==> config.mk <==
export PLATFORM = sky130hd
export DESIGN_NAME = md_wb_buffer
export DESIGN_NICKNAME = d
export VERILOG_FILES = /design/src/rtl/md_wb_buffer.sv
export SDC_FILE = /design/constraint.sdc
export NUM_CORES = 1
export LEC_CHECK = 0
export BUFFER_PORTS_ARGS = -buffer_cell sky130_fd_sc_hd__buf_2
export CAP_MARGIN = 10
export CORE_MARGIN = 2
export CORE_UTILIZATION = 35
export CTS_CLUSTER_DIAMETER = 100
export CTS_CLUSTER_SIZE = 24
export DETAILED_ROUTE_END_ITERATION = 7
export GPL_TIMING_DRIVEN = 0
export SYNTH_ARGS = -nofsm -noshare
export SYNTH_HDL_FRONTEND = slang
export SYNTH_SLANG_ARGS = --single-unit
==> constraint.sdc <==
create_clock -name clk -period 3.55 [get_ports clk]
set_input_delay 0.355 -clock clk [delete_from_list [all_inputs] [get_ports clk]]
set_output_delay 0.355 -clock clk [all_outputs]
set_load 0.005 [all_outputs]
==> src/rtl/md_wb_buffer.sv <==
// rtl/md_wb_buffer.sv - multiplier writeback tracker with an in-order result FIFO
// Tracks the single MUL* op in flight, tags its result with rd and queues it for writeback.
module md_wb_buffer #(
    parameter int DEPTH = 2,
    parameter int XLEN  = 32,
    parameter int RD_W  = 5
) (
    input  logic                         clk,
    input  logic                         reset,
    input  logic                         issue_valid,
    input  logic [RD_W-1:0]              issue_rd,
    output logic                         issue_ready,
    input  logic                         md_alu_done,
    input  logic [XLEN-1:0]              md_result,
    input  logic                         flush,
    output logic                         wb_valid,
    output logic [RD_W-1:0]              wb_rd,
    output logic [XLEN-1:0]              wb_data,
    input  logic                         wb_ready,
    output logic                         inflight,
    output logic [$clog2(DEPTH+1)-1:0]   count,
    output logic                         err_spurious
);

    localparam int CNT_W = $clog2(DEPTH + 1);
    localparam int PTR_W = (DEPTH > 1) ? $clog2(DEPTH) : 1;

    typedef enum logic [1:0] {
        IDLE   = 2'd0,
        BUSY   = 2'd1,
        KILLED = 2'd2
    } state_t;

    state_t                 r_state;
    state_t                 w_state_nxt;
    logic [RD_W-1:0]        r_rd;
    logic [RD_W-1:0]        r_mem_rd   [DEPTH];
    logic [XLEN-1:0]        r_mem_data [DEPTH];
    logic [PTR_W-1:0]       r_wr_ptr;
    logic [PTR_W-1:0]       r_rd_ptr;
    logic [CNT_W-1:0]       r_count;
    logic                   r_err;
    logic                   w_issue;
    logic                   w_push;
    logic                   w_pop;
    logic                   w_full;

    always_ff @(posedge clk) begin
        if (!reset) begin
            r_state <= IDLE;
        end else begin
            r_state <= w_state_nxt;
        end
    end

    always_comb begin
        w_state_nxt = r_state;
        case (r_state)
            IDLE: begin
                if (w_issue) begin
                    w_state_nxt = flush ? KILLED : BUSY;
                end
            end
            BUSY: begin
                if (md_alu_done) begin
                    w_state_nxt = IDLE;
                end else if (flush) begin
                    w_state_nxt = KILLED;
                end
            end
            KILLED: begin
                if (md_alu_done) begin
                    w_state_nxt = IDLE;
                end
            end
            default: w_state_nxt = IDLE;
        endcase
    end

    // A free slot is reserved at issue, so a completing op can always be pushed.
    always_comb begin
        w_full      = (r_count == CNT_W'(DEPTH));
        inflight    = (r_state != IDLE);
        issue_ready = (r_state == IDLE) && (r_count < CNT_W'(DEPTH));
        w_issue     = issue_valid && issue_ready;
        w_push      = (r_state == BUSY) && md_alu_done && !flush && (r_rd != '0);
        w_pop       = (r_count != '0) && wb_ready;
    end

    always_ff @(posedge clk) begin
        if (!reset) begin
            r_rd  <= '0;
            r_err <= 1'b0;
        end else begin
            if (r_state == IDLE && w_issue) begin
                r_rd <= issue_rd;
            end
            if (r_state == IDLE && md_alu_done) begin
                r_err <= 1'b1;
            end
        end
    end

    always_ff @(posedge clk) begin
        if (!reset) begin
            r_wr_ptr <= '0;
            r_rd_ptr <= '0;
            r_count  <= '0;
            for (int i = 0; i < DEPTH; i++) begin
                r_mem_rd[i]   <= '0;
                r_mem_data[i] <= '0;
            end
        end else begin
            if (w_push) begin
                r_mem_rd[r_wr_ptr]   <= r_rd;
                r_mem_data[r_wr_ptr] <= md_result;
                r_wr_ptr <= (r_wr_ptr == PTR_W'(DEPTH - 1)) ? '0 : r_wr_ptr + 1'b1;
            end
            if (w_pop) begin
                r_rd_ptr <= (r_rd_ptr == PTR_W'(DEPTH - 1)) ? '0 : r_rd_ptr + 1'b1;
            end
            case ({w_push, w_pop})
                2'b10:   r_count <= r_count + 1'b1;
                2'b01:   r_count <= r_count - 1'b1;
                default: r_count <= r_count;
            endcase
        end
    end

    always @(posedge clk) begin
        if (reset) begin
            assert (!(w_push && w_full)) else $error("md_wb_buffer: push into full result FIFO");
        end
    end

    assign wb_valid     = (r_count != '0);
    assign wb_rd        = r_mem_rd[r_rd_ptr];
    assign wb_data      = r_mem_data[r_rd_ptr];
    assign count        = r_count;
    assign err_spurious = r_err;

endmodule

==> Word level (Yosys, flattened, before mapping) <==
Memories as Yosys holds them, arrays and structs flattened. A register that Yosys moved wholly into a read port is not among the register bits.
Cells that the tools add are included.
{ "totals": {"reg_bits": 12, "latchBits": 0, "ram_bits": 74, "rom_bits": 0, "input_bits": 43, "out_inout_bits": 43, "memories": 2} }
{ "mem_list": {"columns": ["memory", "depth", "width", "read_ports", "rd_ports_with_merged_regs", "wr", "line_no", "rtl"], "rows": [
  ["r_mem_data", 2, 32, 1, 1, 2, "38", "logic [XLEN-1:0] r_mem_data [DEPTH];"],
  ["r_mem_rd", 2, 5, 1, 1, 2, "37", "logic [RD_W-1:0] r_mem_rd [DEPTH];"]
]} }
{ "classes": {"n_addsub": 4, "n_mul": 0, "n_div": 0, "magnitude_cmp": 1, "eq_ne": 7, "n_shift": 0, "mux": 23, "bitwise": 0, "n_reduce_logical": 17} }
{ "ops": {"columns": ["cell", "n"], "rows": [
  ["$mux W32", 1],
  ["$reduce_or A32 Y1", 1],
  ["$mux W1", 14],
  ["$mux W2", 5],
  ["$logic_and A1 B1 Y1", 8],
  ["$pmux W2 S3", 1],
  ["$reduce_bool A2 Y1", 3],
  ["$mux W5", 1],
  ["$reduce_bool A5 Y1", 1],
  ["$reduce_or A5 Y1", 1],
  ["$eq A2 B1 Y1 const B", 2],
  ["$eq A2 B2 Y1 const B", 2],
  ["$ne A2 B2 Y1 const B", 2],
  ["$pmux W2 S2", 1],
  ["$ne A3 B3 Y1 const B", 1],
  ["$reduce_and A3 Y1", 1],
  ["$add A1 B1 Y1 const B", 2],
  ["$add A2 B1 Y2 const B", 1],
  ["$logic_not A2 Y1", 1],
  ["$lt A2 B2 Y1 const B", 1],
  ["$sub A2 B1 Y2 const B", 1],
  ["$logic_not A1 Y1", 1]
]} }

==> Depth between registers and ports, before layout <==
Gate-level depths: netlist (run 1).
{ "depth": {"depth_word": 9, "ltp_mapped": 7, "depth_no_buf": 6} }

==> Least setup slack after synthesis (run 1) <==
OpenSTA, ideal clock, no wires.
{ "synth_timing": {"kind": "reg2reg", "startpoint": "register r_state[1]", "endpoint": "memory r_mem_data[0][0], enable pin", "setup_time_ns": 0.436, "arrival_time_ns": 2.588, "slack_ns": 0.526, "stages_incl_launch_ff": 5, "path_buffers": 1, "path_cell_list": "dfxtp_1 nand4bb_1 buf_4 a21o_1 o21ai_1"} }
{ "synth_lines": {"columns": ["element", "line_no", "rtl"], "rows": [
  ["start, declared", "34", "state_t r_state;"],
  ["start signal, assigned", "52", "r_state <= w_state_nxt;"],
  ["end, declared", "38", null]
]} }

==> run_results.csv, run 1 <==
group,metric,value,unit
finish,drive_above_1_share,43.6,%
finish,layout_commonest_cell,"buf_2",
detailed_routing,vias_per_cell,4.46,
sta,final-setup-viol-count,0,
detailed_routing,drtAntennaViolNets,0,
global_route,grt_pass1_vias,2275,
logic_synthesis,syn_nets,303,
clocking,clock_sinks,87,
clocking,clock_tree.htree_level_count,3,
logic_synthesis,netlist_instances,259,
job,max_cap_violations,0,
clocking,cts_hold_buf,0,
pwr,p_per_area,413,nW/um^2
sta,max_slew.worst_pin.slew,575,ps
global_route,antenna_found_initial,0,
min_path,hp-class,"primary input to flip-flop",
logic_synthesis,ys_types,32,
floorplanning,io_pins,86,
placed_design,dp_hpwl,4940,um
logic_synthesis,netlist_area,3850,sq um
sta,hold_viol_final,0,
sta,rsz0062_at_grt,"false",
clocking,clkTransAtPathRegs,90,ps
finish,area_growth,21.9,%
finish,final_cell_mix,"buf_2, edfxtp_1, and2_1",
logic_synthesis,synth-seq-cells,87,
pwr,peakVddDrop,0.201,mV
clocking,cts_root_buf,"clkbuf_8",
sta,period_share,59.7,%
pwr,leakagePower,1.91,nW
sta,relSlewSlack,61.5,%
clocking,post_cts_buffers,0,
worst_setup_path,worstPathArrival,1770,ps
floorplanning,dieHeight,109,um
detailed_routing,vias,2237,
floorplanning,die_w,109,um
clocking,clock_latency,350,ps
worst_setup_path,required,3190,ps
worst_setup_path,cp_max_fo,10,
logic_synthesis,ys_seq_area_share,64.5,%
sta,slew_viol_final,0,
detailed_routing,drtIter0Drc,56,
detailed_routing,totalWireLength,7160,um
placed_design,io_buffers,85,
detailed_routing,drcViolationCount,0,
clocking,ctsResizeCount,0,
floorplanning,start_util,35.7,%
placed_design,gp_congestion,0.707,
detailed_routing,drtPass1Iterations,6,
worst_setup_path,path_class,"flip-flop to output pin",
finish,fin_nets,401,
global_route,grt_max_degree,25,
logic_synthesis,yosys_warnings,0,
sta,tns,0,ps
clocking,clk_path_buf_depth,2,
sta,fmax,0.472,GHz
clocking,cts_made_buffers,9,
clocking,cts_tree,"yes",
sta,period_minus_slack,2120,ps
pwr,p_total,1.94,mW
worst_setup_path,cp-start-kind,"flip-flop",
floorplanning,rows,38,
finish,antenna_cells,0,
sta,fin_skew,12.9,ps
worst_setup_path,crit_path_end_kind,"output pin",
floorplanning,fp.coreArea,10800,sq um
status,outcome,"complete, no violations",
global_route,grt_usage,12.9,%
global_route,overflow,0,
detailed_routing,wl_per_cell,14.3,um
global_route,grt_pass1_wl,11500,um
floorplanning,die_area,11900,sq um
logic_synthesis,avgSynthCellArea,14.9,sq um
==> worst max-delay path, cell delays in order, from the launching register on <==
cell and delay, ps:
dfxtp_1 310, buf_2 250, buf_2 340, mux2_2 390
buf_2 130
==> registers in the layout, summed over array words and instances (netlist names), named ones only <==
name / cells
r_state: 2
count: 2
r_rd_ptr: 1
r_mem_rd: 10
r_mem_data: 64
r_rd: 5
err_spurious: 1
r_wr_ptr: 1
==> synth_stat cells <==
library cell	n	area, sq um
o21a_1	1	7.51
o21ai_1	2	10.0
mux2_2	37	417
o21ai_0	3	15.0
buf_6	6	67.6
nor2_1	4	15.0
xnor2_1	3	26.3
and2_1	73	457
buf_4	1	7.51
dfxtp_1	13	260
buf_2	4	20.0
a21boi_0	1	7.51
or2b_4	1	11.3
clkbuf_1	1	3.75
nor4b_1	1	8.76
a21oi_1	2	10.0
ha_1	1	12.5
inv_1	4	15.0
nor4b_4	1	23.8
nand4bb_1	1	11.3
nor2b_1	8	50.1
or3_1	1	6.26
nor3_1	2	10.0
or2_2	1	6.26
a211oi_1	1	7.51
nor4_4	1	21.3
nor3b_1	1	7.51
mux2i_1	6	60.1
edfxtp_1	74	2220
a21o_1	1	7.51
nand2_1	1	3.75
a211oi_4	2	40.0
==> power breakdown <==
group | switching (mW) | internal [mW] | leakage [nW]
combinational | 0.0729 | 0.0776 | 0.949
sequential | 0.0163 | 1.14 | 0.870
clock | 0.364 | 0.265 | 0.0879
total | 0.453 | 1.48 | 1.91
==> area by class of cell <==
cell class / instances / area [sq um]
tap: 140 / 175
timing repair buffer: 87 / 465
multi-input combinational: 156 / 1270
buffer: 12 / 98.8
fill: 1006 / 6100
clock buffer: 10 / 128
inverter: 4 / 15.0
clock inverter: 6 / 51.3
sequential: 87 / 2480
==> cell families (layout without fill, tap and decap cells) <==
kind of cell    Yosys count  in the layout  share of synthesized area, %
compound gates           13             13                          2.73
xor+xnor                  3              3                         0.683
fa+ha+maj                 1              1                         0.325
buf+inv                  16            119                          2.96
flops                    87             87                          64.5
mux                      43             43                          12.4
simple gates             96             96                          16.4
==> metrics by stage <==
step	utilization [%]	area [sq um]	setup slack [ps]	hold slack, ps	instances
4_1_cts	43.5	4690	1350	167	502
3_3_place_gp	41.2	4450	-776	476	484
6_report	43.5	4690	1430	187	502
2_1_floorplan	-	3850	526	434	259
3_5_place_dp	41.8	4510	1350	506	486
5_1_grt	43.5	4690	1280	175	502
==> worst paths after layout <==
path / slack (ps) / startpoint / end / depth (start not counted)
worst min-delay path: 190 / flush / r_state[0] / 2
worst max-delay path: 1430 / flip-flop / wb_data[17] / 4
worst min register to register: 520 / err_spurious / err_spurious / 2
worst max register to register: 1460 / r_state[1] / r_mem_data[0][21] / 5
==> metal layers <==
| layer | track usage [%] | share of wire [%] | vias to the layer above |
|---|---|---|---|
| li1 | - | - | 1112 |
| met1 | 15.1 | 43 | 1062 |
| met2 | 22.7 | 51 | 53 |
| met3 | 3.59 | 5.2 | 10 |
| met4 | 4.12 | 1.3 | 0 |
| met5 | 0 | 0 | - |
Note: power is estimated with default switching activity, not from simulation.
==> run 2, diff against run 1 <==
--- a/config.mk
+++ b/config.mk
@@ -5,6 +5,7 @@
 export SDC_FILE = /design/constraint.sdc
 export NUM_CORES = 1
 export LEC_CHECK = 0
+export ABC_AREA = 1
 export BUFFER_PORTS_ARGS = -buffer_cell sky130_fd_sc_hd__buf_2
 export CAP_MARGIN = 10
 export CORE_MARGIN = 2
==> constraint.sdc (replaced) <==
create_clock -name clk -period 1.8 [get_ports clk]
set_input_delay 0.18 -clock clk [delete_from_list [all_inputs] [get_ports clk]]
set_output_delay 0.18 -clock clk [all_outputs]
set_load 0.005 [all_outputs]
==> run 2 against run 1 <==
  * Worst hold slack got worse by 76 ps
  * Largest cell class unchanged
  * Register-to-register slack got worse by 1300 ps
  * Via count increased by 12%
  * Critical path depth unchanged
  * Global-route usage increased by 0.58 points
  * Synthesized cell count increased by 23%
  * Clock skew decreased by 6.9 ps
  * Wire length increased by 6.1%
  * Sequential share of layout area increased by 0.34 points
  * First-iteration DRC count decreased by 1.8%
  * Cell area decreased by 0.64%
==> run_results.csv, run 2 <==
group,metric,value,unit
status,outcome,"complete, no violations",
finish,drive_above_1_share,39.2,%
detailed_routing,totalWireLength,7600,um
worst_setup_path,crit_path_end_kind,"output pin",
worst_setup_path,reg2reg_to,"r_mem_data[0][27]",
global_route,grt_pass1_vias,2444,
placed_design,placed_cells,539,
placed_design,dp_hpwl,4940,um
floorplanning,die_area,11600,sq um
min_path,holdPathStages,3,
logic_synthesis,yosys_warnings,0,
min_path,min_to,"r_rd[2]",
min_path,hold_start,"issue_rd[2]",
pwr,leakagePower,2.10,nW
worst_setup_path,cp_common_cell,"buf_6",
worst_setup_path,path_class,"flip-flop to output pin",
sta,max_slew.worst_pin.slew,1270,ps
detailed_routing,vias_per_cell,4.52,
global_route,grt_usage,13.5,%
floorplanning,start_util,36.1,%
finish,area_growth,24.3,%
logic_synthesis,netlist_instances,318,
worst_setup_path,r2r_cells,6,
worst_setup_path,cp-start-kind,"flip-flop",
detailed_routing,drtAntennaViolNets,0,
sta,fin_skew,5.99,ps
clocking,cts_made_buffers,9,
global_route,grt_pass1_wl,11800,um
sta,tns,0,ps
logic_synthesis,synth_top_cell_by_area,"edfxtp_1",
job,max_cap_violations,0,
finish,fillers,1006,
sta,final-setup-viol-count,0,
logic_synthesis,synth-seq-cells,87,
clocking,cts_root_buf,"clkbuf_8",
clocking,clock_latency,340,ps
logic_synthesis,synth_edf_count,74,
finish,reg_top3,"r_mem_data: 64 flops, r_mem_rd: 10 flops, r_rd: 5 flops",
logic_synthesis,yosysMostFrequentCell,"nor2_1",
detailed_routing,drtPass1Iterations,4,
global_route,antenna_found_initial,0,
clocking,clk_path_buf_depth,2,
finish,antenna_cells,0,
sta,slew_viol_final,0,
pwr,p_per_area,881,nW/um^2
placed_design,gp_congestion,0.708,
sta,relSlewSlack,15.7,%
logic_synthesis,ys_types,21,
finish,layout_commonest_cell,"buf_2",
logic_synthesis,synth-main-ff-cell,"edfxtp_1",
clocking,clock_tree.htree_level_count,3,
sta,fmax,0.585,GHz
logic_synthesis,netlist_area,3750,sq um
logic_synthesis,avgSynthCellArea,11.8,sq um
sta,rsz0062_at_grt,"true",
clocking,clkTransAtPathRegs,80,ps
worst_setup_path,r2r_start,"r_rd[0]",
worst_setup_path,required,1620,ps
global_route,overflow,0,
worst_setup_path,path_cells,"buf_6 -> buf_6 -> mux2_2 -> buf_2",
detailed_routing,drcViolationCount,0,
pwr,peakVddDrop,0.328,mV
logic_synthesis,synth_area_leaders,"edfxtp_1, mux2_2, nor2_1",
sta,period_minus_slack,1710,ps
sta,hold_viol_final,0,
detailed_routing,wl_per_cell,13.6,um
sta,period_share,95.0,%
worst_setup_path,slowest_delay,350,ps
floorplanning,io_pins,86,
detailed_routing,drtIter0Drc,55,
logic_synthesis,synth_top_area_share,59.3,%
detailed_routing,vias,2515,
finish,largest_reg_flops,64,
finish,final_cell_mix,"buf_2, nor2_1, edfxtp_1",
worst_setup_path,r2r_setup_slack,110,ps
logic_synthesis,syn_nets,362,
placed_design,io_buffers,85,
clocking,clock_sinks,87,
min_path,hp-class,"primary input to flip-flop",
logic_synthesis,async_reset_ff_share,0,%
finish,top_register,"r_mem_data",
worst_setup_path,worstPathArrival,1530,ps
clocking,cts_hold_buf,0,
floorplanning,dieHeight,107,um
logic_synthesis,yosys-top-cells-count,"nor2_1, edfxtp_1, inv_1, mux2_2, nand2_1",
floorplanning,fp.coreArea,10400,sq um
worst_setup_path,cp_max_fo,10,
finish,fin_nets,460,
floorplanning,rows,37,
clocking,cts_tree,"yes",
floorplanning,die_w,107,um
logic_synthesis,ys_seq_area_share,66.2,%
worst_setup_path,critical_path.slowest_cell,"mux2_2",
finish,final_cells,557,
global_route,grt_max_degree,38,
pwr,p_total,4.11,mW
-- run 2: per-layer routing --
| metal | vias to the layer above | track usage (%) | routed length, um |
|---|---|---|---|
| li1 | 1241 | - | - |
| met1 | 1189 | 16.6 | 3420 |
| met2 | 73 | 22.1 | 3520 |
| met3 | 12 | 4.30 | 539 |
| met4 | 0 | 4.95 | 119 |
| met5 | - | 0 | 0 |
-- run 2: critical path: cells and delay by family (launching register included) --
kind | cells | cell delay, ps
buffers and inverters | 3 | 490
muxes | 1 | 350
DFF | 1 | 340
-- run 2: worst max path at each step --
stage                from  depth (start not counted)           endpoint  slack, ps
6_report        flip-flop                          4           wb_rd[4]         90
5_1_grt           r_rd[2]                          6  r_mem_data[0][12]        -10
4_1_cts         flip-flop                          4           wb_rd[4]        -30
3_5_place_dp      r_rd[2]                          6   r_mem_data[1][7]       -460
3_3_place_gp      r_rd[2]                          6   r_mem_data[1][9]       -520
2_1_floorplan  r_state[1]                          7   r_mem_data[1][0]          2
-- run 2: final cells by class --
class | instances | area (sq um) | share of cell area, %
plain buffers | 13 | 119 | 2.55
clock buffers | 12 | 155 | 3.33
clock inverters | 4 | 45.0 | 0.966
inverters | 49 | 184 | 3.95
multi-input cells | 171 | 1080 | 23.2
flip-flops and latches | 87 | 2480 | 53.3
well taps | 136 | 170 | 3.65
repair buffers | 85 | 425 | 9.13
-- run 2: cells by family (layout without fill, tap and decap cells) --
| group | count (synthesis) | after routing | synth area share, % |
|---|---|---|---|
| buffers and inverters | 62 | 163 | 7.14 |
| multiplexers | 37 | 37 | 11.1 |
| adder cells (fa/ha/maj) | 1 | 1 | 0.334 |
| AND/OR/NAND/NOR | 109 | 111 | 12.0 |
| flip-flops | 87 | 87 | 66.2 |
| AO/OA/AOI/OAI | 22 | 22 | 3.20 |
-- run 2: power by group --
| group | internal (mW) | switching (mW) | total (mW) |
|---|---|---|---|
| Clock | 0.712 | 0.661 | 1.37 |
| Sequential | 2.27 | 0.0311 | 2.30 |
| Combinational | 0.189 | 0.243 | 0.433 |
-- run 2: stage by stage --
| step | hold WS, ps | utilization, % | setup slack (ps) | area (sq um) |
|---|---|---|---|---|
| floorplan | 318 | - | 2.28 | 3760 |
| global placement | 437 | 42.0 | -518 | 4350 |
| detailed placement | 442 | 42.0 | -463 | 4350 |
| CTS | 88.2 | 44.4 | -26.0 | 4610 |
| global route | 122 | 44.9 | -9.59 | 4660 |
| finish | 111 | 44.9 | 90.9 | 4660 |
-- run 2: what timing repair did --
action	4_1_cts	5_1_grt
gates cloned	1	1
resized for setup	9	9
setup buffers	0	0
setup endpoints to repair	104	95
